`src/rtl/rx_block_lock_if.sv`:
```
// rx_block_lock_if
//   Groups the block stream coming from the RX gearbox and the block-lock
//   results going back to the gearbox and on to the descrambler/decoder.
//
//   Signals:
//     data_in    [65:0]  block from gearbox, [1:0] = sync header (bit 0 first)
//     valid_in           data_in carries a new block this cycle
//     bitslip            one-cycle pulse asking the gearbox to shift by one bit
//     data_out   [65:0]  registered copy of data_in
//     valid_out          data_out valid and block lock asserted
//     block_lock         lock status
//     slip_count [7:0]   saturating count of bitslips since reset
//
//   Modports:
//     master  gearbox / stream source side
//     slave   block-lock stage side
interface rx_block_lock_if;
  logic [65:0] data_in;
  logic        valid_in;
  logic        bitslip;
  logic [65:0] data_out;
  logic        valid_out;
  logic        block_lock;
  logic [7:0]  slip_count;

  modport master (
    output data_in, valid_in,
    input  bitslip, data_out, valid_out, block_lock, slip_count
  );

  modport slave (
    input  data_in, valid_in,
    output bitslip, data_out, valid_out, block_lock, slip_count
  );
endinterface

```
`src/rtl/rx_block_lock.sv`:
```
// rx_block_lock
//   64B/66B block-lock stage sitting right after the RX gearbox. It checks the
//   sync header of every block, pulses bitslip until block boundaries are
//   found, applies lock/unlock hysteresis and forwards blocks only while
//   locked.
//
//   Ports:
//     clk    gearbox output clock
//     reset  synchronous, active-high reset
//     bus    rx_block_lock_if.slave (block stream in, lock results out)
module rx_block_lock #(
  parameter int LOCK_CNT  = 64,    // consecutive good headers to declare lock
  parameter int WINDOW    = 1024,  // headers per monitoring window while locked
  parameter int BAD_MAX   = 65,    // bad headers per window that drop lock
  parameter int SLIP_WAIT = 4      // blocks discarded after each bitslip
) (
  input  logic           clk,
  input  logic           reset,
  rx_block_lock_if.slave bus
);

  localparam int WAIT_W = $clog2(SLIP_WAIT + 1);

  localparam logic [10:0]       LOCK_CNT_V  = 11'(LOCK_CNT);
  localparam logic [10:0]       WINDOW_V    = 11'(WINDOW);
  localparam logic [6:0]        BAD_MAX_V   = 7'(BAD_MAX);
  localparam logic [WAIT_W-1:0] SLIP_WAIT_V = WAIT_W'(SLIP_WAIT);

  typedef enum logic [1:0] {
    ST_TEST = 2'd0,
    ST_SLIP = 2'd1,
    ST_WAIT = 2'd2
  } state_t;

  state_t            state_q, state_d;
  logic [10:0]       sh_cnt_q, sh_cnt_d;
  logic [6:0]        bad_cnt_q, bad_cnt_d;
  logic [WAIT_W-1:0] wait_cnt_q, wait_cnt_d;
  logic [7:0]        slip_cnt_q, slip_cnt_d;
  logic              block_lock_q, block_lock_d;
  logic              bitslip_q;
  logic              valid_out_q;
  logic [65:0]       data_out_q;

  logic              sh_valid;
  logic [10:0]       sh_inc;
  logic [6:0]        bad_inc;
  logic [WAIT_W-1:0] wait_inc;

  assign sh_valid = (bus.data_in[1:0] == 2'b01) || (bus.data_in[1:0] == 2'b10);
  assign sh_inc   = sh_cnt_q + 11'd1;
  assign bad_inc  = bad_cnt_q + {6'd0, ~sh_valid};
  assign wait_inc = wait_cnt_q + {{(WAIT_W-1){1'b0}}, 1'b1};

  always_comb begin
    state_d      = state_q;
    sh_cnt_d     = sh_cnt_q;
    bad_cnt_d    = bad_cnt_q;
    wait_cnt_d   = wait_cnt_q;
    slip_cnt_d   = slip_cnt_q;
    block_lock_d = block_lock_q;

    case (state_q)
      ST_TEST: begin
        if (bus.valid_in) begin
          if (!block_lock_q) begin
            // Hunting: any bad header means the alignment is wrong.
            if (!sh_valid) begin
              state_d   = ST_SLIP;
              sh_cnt_d  = '0;
              bad_cnt_d = '0;
            end else if (sh_inc == LOCK_CNT_V) begin
              block_lock_d = 1'b1;
              sh_cnt_d     = '0;
              bad_cnt_d    = '0;
            end else begin
              sh_cnt_d = sh_inc;
            end
          end else begin
            // Locked: loss of lock wins over the end of the window.
            if (bad_inc == BAD_MAX_V) begin
              block_lock_d = 1'b0;
              state_d      = ST_SLIP;
              sh_cnt_d     = '0;
              bad_cnt_d    = '0;
            end else if (sh_inc == WINDOW_V) begin
              sh_cnt_d  = '0;
              bad_cnt_d = '0;
            end else begin
              sh_cnt_d  = sh_inc;
              bad_cnt_d = bad_inc;
            end
          end
        end
      end

      ST_SLIP: begin
        // Lasts exactly one cycle whatever valid_in does.
        state_d    = ST_WAIT;
        wait_cnt_d = '0;
        if (slip_cnt_q != 8'hFF) begin
          slip_cnt_d = slip_cnt_q + 8'd1;
        end
      end

      ST_WAIT: begin
        // Blocks still in flight through the gearbox are dropped unexamined.
        if (bus.valid_in) begin
          if (wait_inc == SLIP_WAIT_V) begin
            state_d    = ST_TEST;
            wait_cnt_d = '0;
          end else begin
            wait_cnt_d = wait_inc;
          end
        end
      end

      default: begin
        state_d = ST_TEST;
      end
    endcase
  end

  always_ff @(posedge clk) begin
    if (reset) begin
      state_q      <= ST_TEST;
      sh_cnt_q     <= '0;
      bad_cnt_q    <= '0;
      wait_cnt_q   <= '0;
      slip_cnt_q   <= '0;
      block_lock_q <= 1'b0;
      bitslip_q    <= 1'b0;
      valid_out_q  <= 1'b0;
      data_out_q   <= '0;
    end else begin
      state_q      <= state_d;
      sh_cnt_q     <= sh_cnt_d;
      bad_cnt_q    <= bad_cnt_d;
      wait_cnt_q   <= wait_cnt_d;
      slip_cnt_q   <= slip_cnt_d;
      block_lock_q <= block_lock_d;
      // Registered so the pulse is high for exactly the cycle spent in SLIP.
      bitslip_q    <= (state_d == ST_SLIP);
      valid_out_q  <= bus.valid_in && block_lock_d;
      data_out_q   <= bus.data_in;
    end
  end

  assign bus.bitslip    = bitslip_q;
  assign bus.data_out   = data_out_q;
  assign bus.valid_out  = valid_out_q;
  assign bus.block_lock = block_lock_q;
  assign bus.slip_count = slip_cnt_q;

endmodule
```
`src/flat_wrapper.sv`:
```
// flat-port wrapper written by rule: the top's interface ports become plain ports
module rx_block_lock_flat 
#(
  parameter int LOCK_CNT  = 64,                                               
  parameter int WINDOW    = 1024,                                               
  parameter int BAD_MAX   = 65,                                            
  parameter int SLIP_WAIT = 4                                            
)
  (clk, reset, bus_data_in, bus_valid_in, bus_bitslip, bus_data_out, bus_valid_out, bus_block_lock, bus_slip_count);
  rx_block_lock_if bus_i ();
  input  logic clk;
  input  logic reset;
  input wire logic [$bits(bus_i.data_in)-1:0] bus_data_in;
  input wire logic [$bits(bus_i.valid_in)-1:0] bus_valid_in;
  output wire logic [$bits(bus_i.bitslip)-1:0] bus_bitslip;
  output wire logic [$bits(bus_i.data_out)-1:0] bus_data_out;
  output wire logic [$bits(bus_i.valid_out)-1:0] bus_valid_out;
  output wire logic [$bits(bus_i.block_lock)-1:0] bus_block_lock;
  output wire logic [$bits(bus_i.slip_count)-1:0] bus_slip_count;
  assign bus_i.data_in = bus_data_in;
  assign bus_i.valid_in = bus_valid_in;
  assign bus_bitslip = bus_i.bitslip;
  assign bus_data_out = bus_i.data_out;
  assign bus_valid_out = bus_i.valid_out;
  assign bus_block_lock = bus_i.block_lock;
  assign bus_slip_count = bus_i.slip_count;
  rx_block_lock #(.LOCK_CNT(LOCK_CNT), .WINDOW(WINDOW), .BAD_MAX(BAD_MAX), .SLIP_WAIT(SLIP_WAIT)) u_core (.clk(clk), .reset(reset), .bus(bus_i));
endmodule
```
`config.mk`:
```
export PLATFORM = sky130hd
export DESIGN_NAME = rx_block_lock_flat
export DESIGN_NICKNAME = d
export VERILOG_FILES = /design/src/rtl/rx_block_lock_if.sv /design/src/rtl/rx_block_lock.sv /design/src/flat_wrapper.sv
export SDC_FILE = /design/constraint.sdc
export NUM_CORES = 1
export LEC_CHECK = 0
export ABC_AREA = 1
export CORE_MARGIN = 4
export CORE_UTILIZATION = 31
export DETAILED_ROUTE_END_ITERATION = 6
export GPL_TIMING_DRIVEN = 0
export PLACE_DENSITY = 0.61
export SKIP_LAST_GASP = 1
export SYNTH_ARGS = -nofsm -noshare
export SYNTH_HDL_FRONTEND = slang
export SYNTH_SLANG_ARGS = --single-unit
```
`constraint.sdc`:
```
create_clock -name clk -period 5.6 [get_ports clk]
set_input_delay 1.12 -clock clk [delete_from_list [all_inputs] [get_ports clk]]
set_output_delay 1.12 -clock clk [all_outputs]
set_load 0.05 [all_outputs]
```
Word level (Yosys, flattened, before mapping)
Index checks and enable logic that the tools add are counted.
Widths: inputs -> output; s select.
{"block": "op_classes", "n_reduce_logical": 8, "n_eq_ne": 12, "n_addsub": 4, "muxes": 26, "bitwise": 1}
{"operator": "$mux 11", "count": 5}
{"operator": "$mux 7", "count": 5}
{"operator": "$mux 2", "count": 6}
{"operator": "$add 11x1->11 const B", "count": 1}
{"operator": "$eq 11x11->1 const B", "count": 1}
{"operator": "$eq 11x7->1 const B", "count": 1}
{"operator": "$add 8x1->8 const B", "count": 1}
{"operator": "$ne 8x8->1 const B", "count": 1}
{"operator": "$add 7x1->7", "count": 1}
{"operator": "$eq 7x7->1 const B", "count": 1}
{"operator": "$eq 2x1->1 const B", "count": 3}
{"operator": "$mux 1", "count": 6}
{"operator": "$mux 3", "count": 2}
{"operator": "$pmux 2 s3", "count": 1}
{"operator": "$pmux 3 s2", "count": 1}
{"operator": "$reduce_and 2->1", "count": 3}
{"operator": "$eq 2x2->1 const B", "count": 2}
{"operator": "$add 3x1->3 const B", "count": 1}
{"operator": "$eq 3x3->1 const B", "count": 1}
{"operator": "$ne 3x2->1 const B", "count": 1}
{"operator": "$reduce_and 3->1", "count": 1}
{"operator": "$logic_not 2->1", "count": 1}
{"operator": "$ne 2x2->1 const B", "count": 1}
{"operator": "$reduce_bool 2->1", "count": 1}
{"operator": "other kinds (3)", "count": 3}
{"block": "totals", "elab_cells": 60, "output_inout_bits": 77, "inputBits": 69, "regBits": 100}

Logic depth before layout (Yosys ltp)
Gate-level depths: netlist (run 1).
{"block": "logic_depth", "ltp_word": 10, "mapped_depth": 16}

Worst setup path before layout (run 1)
No wires, ideal clock.
{"block": "synth_path", "path_kind": "input port to flip-flop", "start": "input port bus_data_in[1]", "end": "register u_core.sh_cnt_q[3]", "path_slack_ns": 2.657, "t_arrival_ns": 2.825, "n_path_buf": 0, "t_required_ns": 5.481, "stages": 15, "setup_time_ns": 0.119, "cell_sequence": "xor2_1 > inv_1 > ha_1 > ha_1 > or2_2 > nand2_1 > nand2_1 > nor2_1 > nand3_1 > nand2_1 > inv_1 > nand2_2 > nand2_2 > o21ai_4 > nor2_2"}
{"block": "synth_via", "elab_chain_cells": 7, "elab_cells_between_ends": 9}
{"element": "start, declared", "line": "flat_wrapper.sv:13", "source": "input wire logic [$bits(bus_i.data_in)-1:0] bus_data_in;"}
{"element": "$eq 2x1->1 or $eq 2x2->1 (tied branches)", "line": "rx_block_lock.sv:50", "source": "assign sh_valid = (bus.data_in[1:0] == 2'b01) || (bus.data_in[1:0] == 2'b10);"}
{"element": "$logic_or 1x1->1 (*)", "line": "rx_block_lock.sv:50"}
{"element": "$not 1->1", "line": "rx_block_lock.sv:52", "source": "assign bad_inc = bad_cnt_q + {6'd0, ~sh_valid};"}
{"element": "$add 7x1->7", "line": "rx_block_lock.sv:52"}
{"element": "$eq 7x7->1", "line": "rx_block_lock.sv:81", "source": "if (bad_inc == BAD_MAX_V) begin"}
{"element": "$mux 11", "line": "rx_block_lock.sv:81"}
{"element": "$mux 11 (*)", "line": "rx_block_lock.sv:66", "source": "if (!block_lock_q) begin"}
{"element": "end signal, assigned", "line": "rx_block_lock.sv:137", "source": "sh_cnt_q <= sh_cnt_d;"}
{"element": "end, declared", "line": "rx_block_lock.sv:36", "source": "logic [10:0] sh_cnt_q, sh_cnt_d;"}
Every way passes the cells marked *; elsewhere a longest branch is shown, timed or not.
A chain may end at the register's enable or synchronous reset.

Worst setup path after layout (run 1)
{"block": "layout_path", "start": "input port bus_data_in[0]", "end": "register u_core.sh_cnt_q[6]"}
The elaborated chain is that of the path after synthesis.

==> results of run 1 <==
final timing paths:
kind | end | slack (ns) | startpoint
worst max-delay path | u_core.sh_cnt_q[6] | 2.17 | bus_data_in[0]
worst min-delay path | u_core.wait_cnt_q[2] | 0.48 | u_core.wait_cnt_q[2]
worst max register to register | u_core.sh_cnt_q[6] | 3.42 | u_core.bad_cnt_q[0]
worst min register to register | u_core.wait_cnt_q[2] | 0.48 | u_core.wait_cnt_q[2]
routing by layer:
metal	share of wire (%)	GRT usage, %
met1	40	14.2
met3	12	7.12
met4	2.1	6.15
met2	46	22.4
met5	0	0
stage by stage:
step	std cells	setup slack, ns	total power, mW
6_report	835	2.17	1.62
5_1_grt	835	1.97	1.70
4_1_cts	835	2.16	1.65
3_5_place_dp	819	1.78	1.05
3_3_place_gp	819	1.84	1.05
2_1_floorplan	507	2.66	0.929
cell usage in the layout (no fill, tap or decap), drive strengths merged:
cell type and n:
nand3b 1, nand2 86, a21boi 1, o221a 1
clkinvlp 1, inv 111, ha 6, o311ai 1
and2 1, a211oi 1, nor2 110, buf 3
o21ai 16, clkinv 4, nor3 2, or2 1
clkbuf 19, dfxtp 100, o21bai 2, a21oi 23
clkdlybuf4s50 144, xor2 5, nand3 23, nand4 5
power by group through the flow:
stage | Sequential [mW] | Clock (mW) | Combinational, mW
final | 0.755 | 0.589 | 0.274
after global routing | 0.758 | 0.649 | 0.295
after CTS | 0.755 | 0.614 | 0.278
after detailed placement | 0.771 | 0 | 0.276
after global placement | 0.770 | 0 | 0.275
after floorplan | 0.865 | 0 | 0.0647
kinds of logic after synthesis:
logic type | count (synthesis)
and+or+nand+nor | 229
buffers and inverters | 122
DFF | 100
AOI/OAI and AO/OA | 45
adders and majority gates | 6
xor gates and xnor gates | 5
synth_stat cells:
| cell type | n | area share, % |
|---|---|---|
| inv_1 | 107 | 10 |
| dfxtp_1 | 100 | 52 |
| nor2_1 | 99 | 9.7 |
| nand2_1 | 81 | 7.9 |
| a21oi_1 | 22 | 2.9 |
| nand3_1 | 20 | 2.6 |
| o21ai_0 | 14 | 1.8 |
| clkbuf_1 | 10 | 0.98 |
| nor2_2 | 9 | 1.5 |
| ha_1 | 6 | 2.0 |
| nand4_1 | 5 | 0.82 |
| xor2_1 | 5 | 1.1 |
| buf_1 | 3 | 0.29 |
| nand2_2 | 3 | 0.49 |
| nand2_4 | 2 | 0.59 |
| nand3_2 | 2 | 0.52 |
| nor2_4 | 2 | 0.59 |
| nor3_1 | 2 | 0.26 |
| o21bai_1 | 2 | 0.39 |
| a211oi_1 | 1 | 0.20 |
| a21boi_0 | 1 | 0.20 |
| a21oi_2 | 1 | 0.23 |
| and2_1 | 1 | 0.16 |
| clkinv_2 | 1 | 0.13 |
| inv_2 | 1 | 0.098 |
| nand3_4 | 1 | 0.46 |
| nand3b_1 | 1 | 0.20 |
| o21ai_1 | 1 | 0.13 |
| o21ai_4 | 1 | 0.42 |
| o221a_2 | 1 | 0.29 |
| o311ai_0 | 1 | 0.23 |
| or2_2 | 1 | 0.16 |
worst register-to-register path, stage by stage, from the launching register on:
cell and delay, ns:
dfxtp_1 0.31, ha_1 0.21, ha_1 0.23, or2_2 0.28, nand2_1 0.08, nand2_1 0.05, nor2_1 0.10, nand3_1 0.16
nand2_1 0.14, inv_1 0.06, nand2_2 0.06, nand2_2 0.09, o21ai_4 0.25, nor2_2 0.05
layout make-up:
cell class / count / area (um^2)
inverter: 109 / 410
fill: 1194 / 6290
timing repair buffer: 144 / 1440
sequential: 100 / 2000
multi-input combinational: 285 / 1370
clock buffer: 9 / 225
clock inverter: 7 / 58.8
buffer: 13 / 48.8
tap: 168 / 210
registers in the layout (all words and copies together) (netlist names):
signal                 count
u_core.bus.bitslip         1
u_core.bus.slip_count      8
u_core.state_q             2
u_core.wait_cnt_q          3
u_core.bus.block_lock      1
u_core.bad_cnt_q           7
u_core.bus.data_out       66
u_core.bus.valid_out       1
u_core.sh_cnt_q           11
==> impl_metrics.json, run 1 <==
{
  "status": "completed",
  "gp_congestion": 0.776,
  "synthAdderAreaFrac_pct": 1.96,
  "seqPwrFrac_pct": 46.7,
  "die_h_um": 119,
  "hold_path_depth": 2,
  "arrival_ns": 3.67,
  "path_clk_slew_ns": 0.07,
  "tightest_slew_ns": 0.551,
  "grt_first_pass_wirelength_mm": 15.5,
  "wl_mm": 9.13,
  "synthesis.area_mm2": 0.00383,
  "worst_skew_pair.late_latency_ns": 0.35,
  "route.detailed.drc": 0,
  "fmax_mhz": 292,
  "max-vdd-ir-drop_uv": 173,
  "via_per_inst": 4.12,
  "syn_area_per_cell_um2": 7.56,
  "area_growth_pct": 50.5,
  "num_io_pins": 146,
  "yosys.area_share.simple_pct": 25.9,
  "p_leak_nw": 2.55,
  "hold_buffers": 0,
  "period_share_pct": 61.2,
  "critical_path_cell_count": 16,
  "cts-root-buf": "clkbuf_16",
  "place_area_mm2": 0.00549,
  "cts_max_level": 3,
  "startpoint_type": "input pin",
  "yosys_register_bits": 100,
  "cts_tree": "built",
  "end_kind": "flip-flop",
  "r2r_cells": 13,
  "p_sw_share_pct": 28.4,
  "syn_inst": 507,
  "synth.mux.area_fraction_pct": 0,
  "netSwitchingPower_mw": 0.460,
  "hpwl_mm": 7.09,
  "setup_violations": 0,
  "setup_tns_ns": 0,
  "antenna_found_initial": 0,
  "synth.distinct_cells": 32,
  "slew_headroom_pct": 63.2,
  "crit_family": "simple AND/OR/NAND/NOR gates",
  "synth-seq-area-share_pct": 52.2,
  "synthXorXnorAreaFrac_pct": 1.14,
  "grt_start_max_net_pins": 19,
  "maxCapViolations": 0,
  "critical_path.max_stage_delay_ns": 0.51,
  "critical_path.cell_chain": "clkdlybuf4s50_1 -> xor2_1 -> inv_1 -> ha_1 -> ha_1 -> or2_2 -> nand2_1 -> nand2_1 -> nor2_1 -> nand3_1 -> nand2_1 -> inv_1 -> nand2_2 -> nand2_2 -> o21ai_4 -> nor2_2",
  "drt_iter0_markers": 150,
  "crit_slowest_cell": "clkdlybuf4s50_1",
  "whs_ns": 0.478,
  "first_pass_iters": 4,
  "die_x_um": 119,
  "comb_power_share_pct": 16.9,
  "crit_top_cell": "nand2_1",
  "synthesis.nets": 582,
  "path_buf_inv": 3,
  "cp_max_fo": 5,
  "cts_setup_buffers": 0,
  "clockBufferDepth": 2,
  "placeableCoreArea_mm2": 0.0121,
  "skew_ns": 0.00409,
  "rsz0062_at_grt": "false",
  "cts_made_buffers": 9,
  "clkPwrFrac_pct": 36.4,
  "initial_core_util_pct": 31.8,
  "period_minus_slack_ns": 3.43,
  "grt.overflow.total": 0,
  "synth-compound-area-share_pct": 6.79,
  "antennaDiodeCount": 0,
  "design_area_mm2": 0.00577,
  "worstPathRequired_ns": 5.84,
  "drive_above_1_share_pct": 6.15,
  "p_int_mw": 1.16,
  "cts.repair.resized": 0,
  "grt_usage_pct": 13.5,
  "drtAntennaViolNets": 0,
  "rows": 40,
  "vias": 3437,
  "fin_util_pct": 47.8,
  "crit_type": "input pin to flip-flop",
  "cts_sinks": 100,
  "finalHoldViolCount": 0,
  "powerDensity_mw_per_mm2": 280,
  "die_area_mm2": 0.0142,
  "portBuffers": 144,
  "ys_warn_count": 0,
  "hold_class": "flip-flop to flip-flop",
  "first_global_vias": 3481,
  "synth_top_family_by_area": "simple AND/OR/NAND/NOR gates",
  "final_nets": 737,
  "wl_per_cell_um": 10.9,
  "maxSlewViolCount": 0
}
Note: power is estimated with default switching activity, not from simulation.
==> run 2: changes to the inputs <==
Settings changed: PLACE_DENSITY 0.61 to 0.63.
Clock period 5.6 ns to 2.8 ns, I/O delays scaled along.
==> impl_metrics.json, run 2 (same netlist as run 1, synthesis figures left out) <==
{
  "gp_congestion": 0.813,
  "worstPathRequired_ns": 3.03,
  "layout_setup_ws_ns": 0.475,
  "arrival_ns": 2.55,
  "tightest_slew_ns": 0.579,
  "drt_iter0_markers": 116,
  "maxCapViolations": 0,
  "cts_tree": "built",
  "r2r_start": "u_core.sh_cnt_q[1]",
  "drive_above_1_share_pct": 6.61,
  "first_pass_iters": 4,
  "mostFrequentLayoutCells": "clkdlybuf4s50_1, inv_1, dfxtp_1",
  "via_per_inst": 4.16,
  "drtAntennaViolNets": 0,
  "fmax_mhz": 430,
  "cts_max_level": 3,
  "cts_made_buffers": 9,
  "critical_path.max_stage_delay_ns": 0.27,
  "end_kind": "flip-flop",
  "powerDensity_mw_per_mm2": 569,
  "maxSlewViolCount": 0,
  "startpoint_type": "input pin",
  "finalHoldViolCount": 0,
  "critical_path.cell_chain": "dlymetal6s2s_1 -> xor2_1 -> inv_1 -> ha_2 -> ha_2 -> or2_2 -> nand2_1 -> nand2_1 -> nor2_1 -> nand3_2 -> nand2_2 -> inv_1 -> nand2_2 -> nand2_2 -> o21ai_4 -> nor2_2",
  "die_h_um": 119,
  "preCtsSetupSlack_ns": -0.424,
  "rsz0062_at_grt": "false",
  "hpwl_mm": 7.22,
  "max-vdd-ir-drop_uv": 351,
  "setup_violations": 0,
  "hold_path_depth": 2,
  "rows": 40,
  "antenna_found_initial": 0,
  "wl_met1_mm": 3.73,
  "ff2ff_setup_slack_ns": 0.74,
  "slew_headroom_pct": 61.4,
  "initial_core_util_pct": 31.8,
  "top_layer": "met4",
  "wl_mm": 9.30,
  "final_common_cell": "clkdlybuf4s50_1",
  "skew_ns": 0.00437,
  "placeableCoreArea_mm2": 0.0121,
  "path_clk_slew_ns": 0.06,
  "crit_type": "input pin to flip-flop",
  "grt_usage_pct": 13.4,
  "vias": 3472,
  "crit_top_cell": "nand2_2",
  "grt_start_max_net_pins": 16,
  "antennaDiodeCount": 0,
  "critPathLaunch": "bus_data_in[1]",
  "hp-start": "u_core.bad_cnt_q[4]",
  "cts-root-buf": "clkbuf_16",
  "crit_slowest_cell": "or2_2",
  "first_global_vias": 3316,
  "final_nets": 738,
  "routed-wl-met3_mm": 1.02,
  "whs_endpoint": "u_core.bad_cnt_q[4]",
  "portBuffers": 144,
  "die_x_um": 119,
  "grt.overflow.total": 0,
  "hold_class": "flip-flop to flip-flop",
  "period_share_pct": 83.0,
  "die_area_mm2": 0.0142,
  "period_minus_slack_ns": 2.32,
  "setup_tns_ns": 0,
  "wl_per_cell_um": 11.2,
  "cts_sinks": 100,
  "worst_skew_pair.late_latency_ns": 0.34,
  "route.detailed.drc": 0,
  "met2_length_mm": 4.39,
  "clockBufferDepth": 2,
  "status": "completed",
  "area_growth_pct": 51.5,
  "p_leak_nw": 2.57,
  "cp_max_fo": 5,
  "grt_first_pass_wirelength_mm": 15.4,
  "largest_reg_flops": 66,
  "r2r_cells": 12,
  "num_io_pins": 146,
  "r2r_end": "u_core.sh_cnt_q[6]"
}
[run 2: changes by cell type in the layout (fill, tap and decap cells not counted), moves of 2 or more]
| cell | change |
|---|---|
| dlymetal6s2s_1 | +2 |
| ha_2 | +2 |
| clkbuf_8 | +2 |
| clkdlybuf4s50_1 | -2 |
| ha_1 | -2 |
| clkinv_4 | -2 |
[run 2: how the worst max path moves through the flow]
stage | slack [ns] | to | cells past startpoint
floorplan | 0.42 | u_core.sh_cnt_q[3] | 15
global placement | -0.36 | u_core.sh_cnt_q[6] | 16
detailed placement | -0.42 | u_core.sh_cnt_q[6] | 16
CTS | 0.03 | u_core.sh_cnt_q[6] | 16
global route | 0.25 | u_core.sh_cnt_q[2] | 16
finish | 0.48 | u_core.sh_cnt_q[6] | 16
[run 2: critical path, delay by kind of cell]
kind | cells | cell delay (ns)
simple gates | 9 | 0.89
fa+ha+maj | 2 | 0.38
buf+inv | 3 | 0.29
compound gates | 1 | 0.25
xor+xnor | 1 | 0.17
[run 2: metrics by stage]
stage	hold slack [ns]	util [%]	instances	power, mW	instance area [um^2]
after CTS	0.484	48.1	834	3.36	5800
after global routing	0.498	48.2	834	3.47	5810
after detailed placement	0.474	45.5	819	2.10	5490
after floorplan	0.451	-	507	1.86	3830
after global placement	0.460	45.5	819	2.09	5490
final	0.482	48.2	834	3.31	5810
[run 2: layer usage]
metal	up-vias	global-route usage (%)
met5	-	0
met4	0	5.43
met3	14	6.74
li1	1819	-
met2	108	22.0
met1	1531	14.8
[run 2: area by class of cell]
type,instances,area [um^2]
buffer,13,48.8
clock buffer,11,253
clock inverter,3,46.3
fill,1184,6250
inverter,109,410
multi-input combinational,285,1390
sequential,100,2000
tap,168,210
timing repair buffer,145,1450
[run 2: power breakdown]
group / internal [mW] / switching, mW / leakage (nW)
Sequential: 1.49 / 0.0258 / 0.825
Clock: 0.734 / 0.511 / 0.144
Combinational: 0.215 / 0.335 / 1.60
Total: 2.43 / 0.872 / 2.57
[run 2: what timing repair did]
| item | in CTS | in global routing |
|---|---|---|
| pin swaps | 2 | 2 |
| gates resized for setup | 2 | 5 |
| endpoints found under the setup margin | 6 | 9 |
| setup buffers | 1 | 0 |
| hold buffers | 0 | 0 |
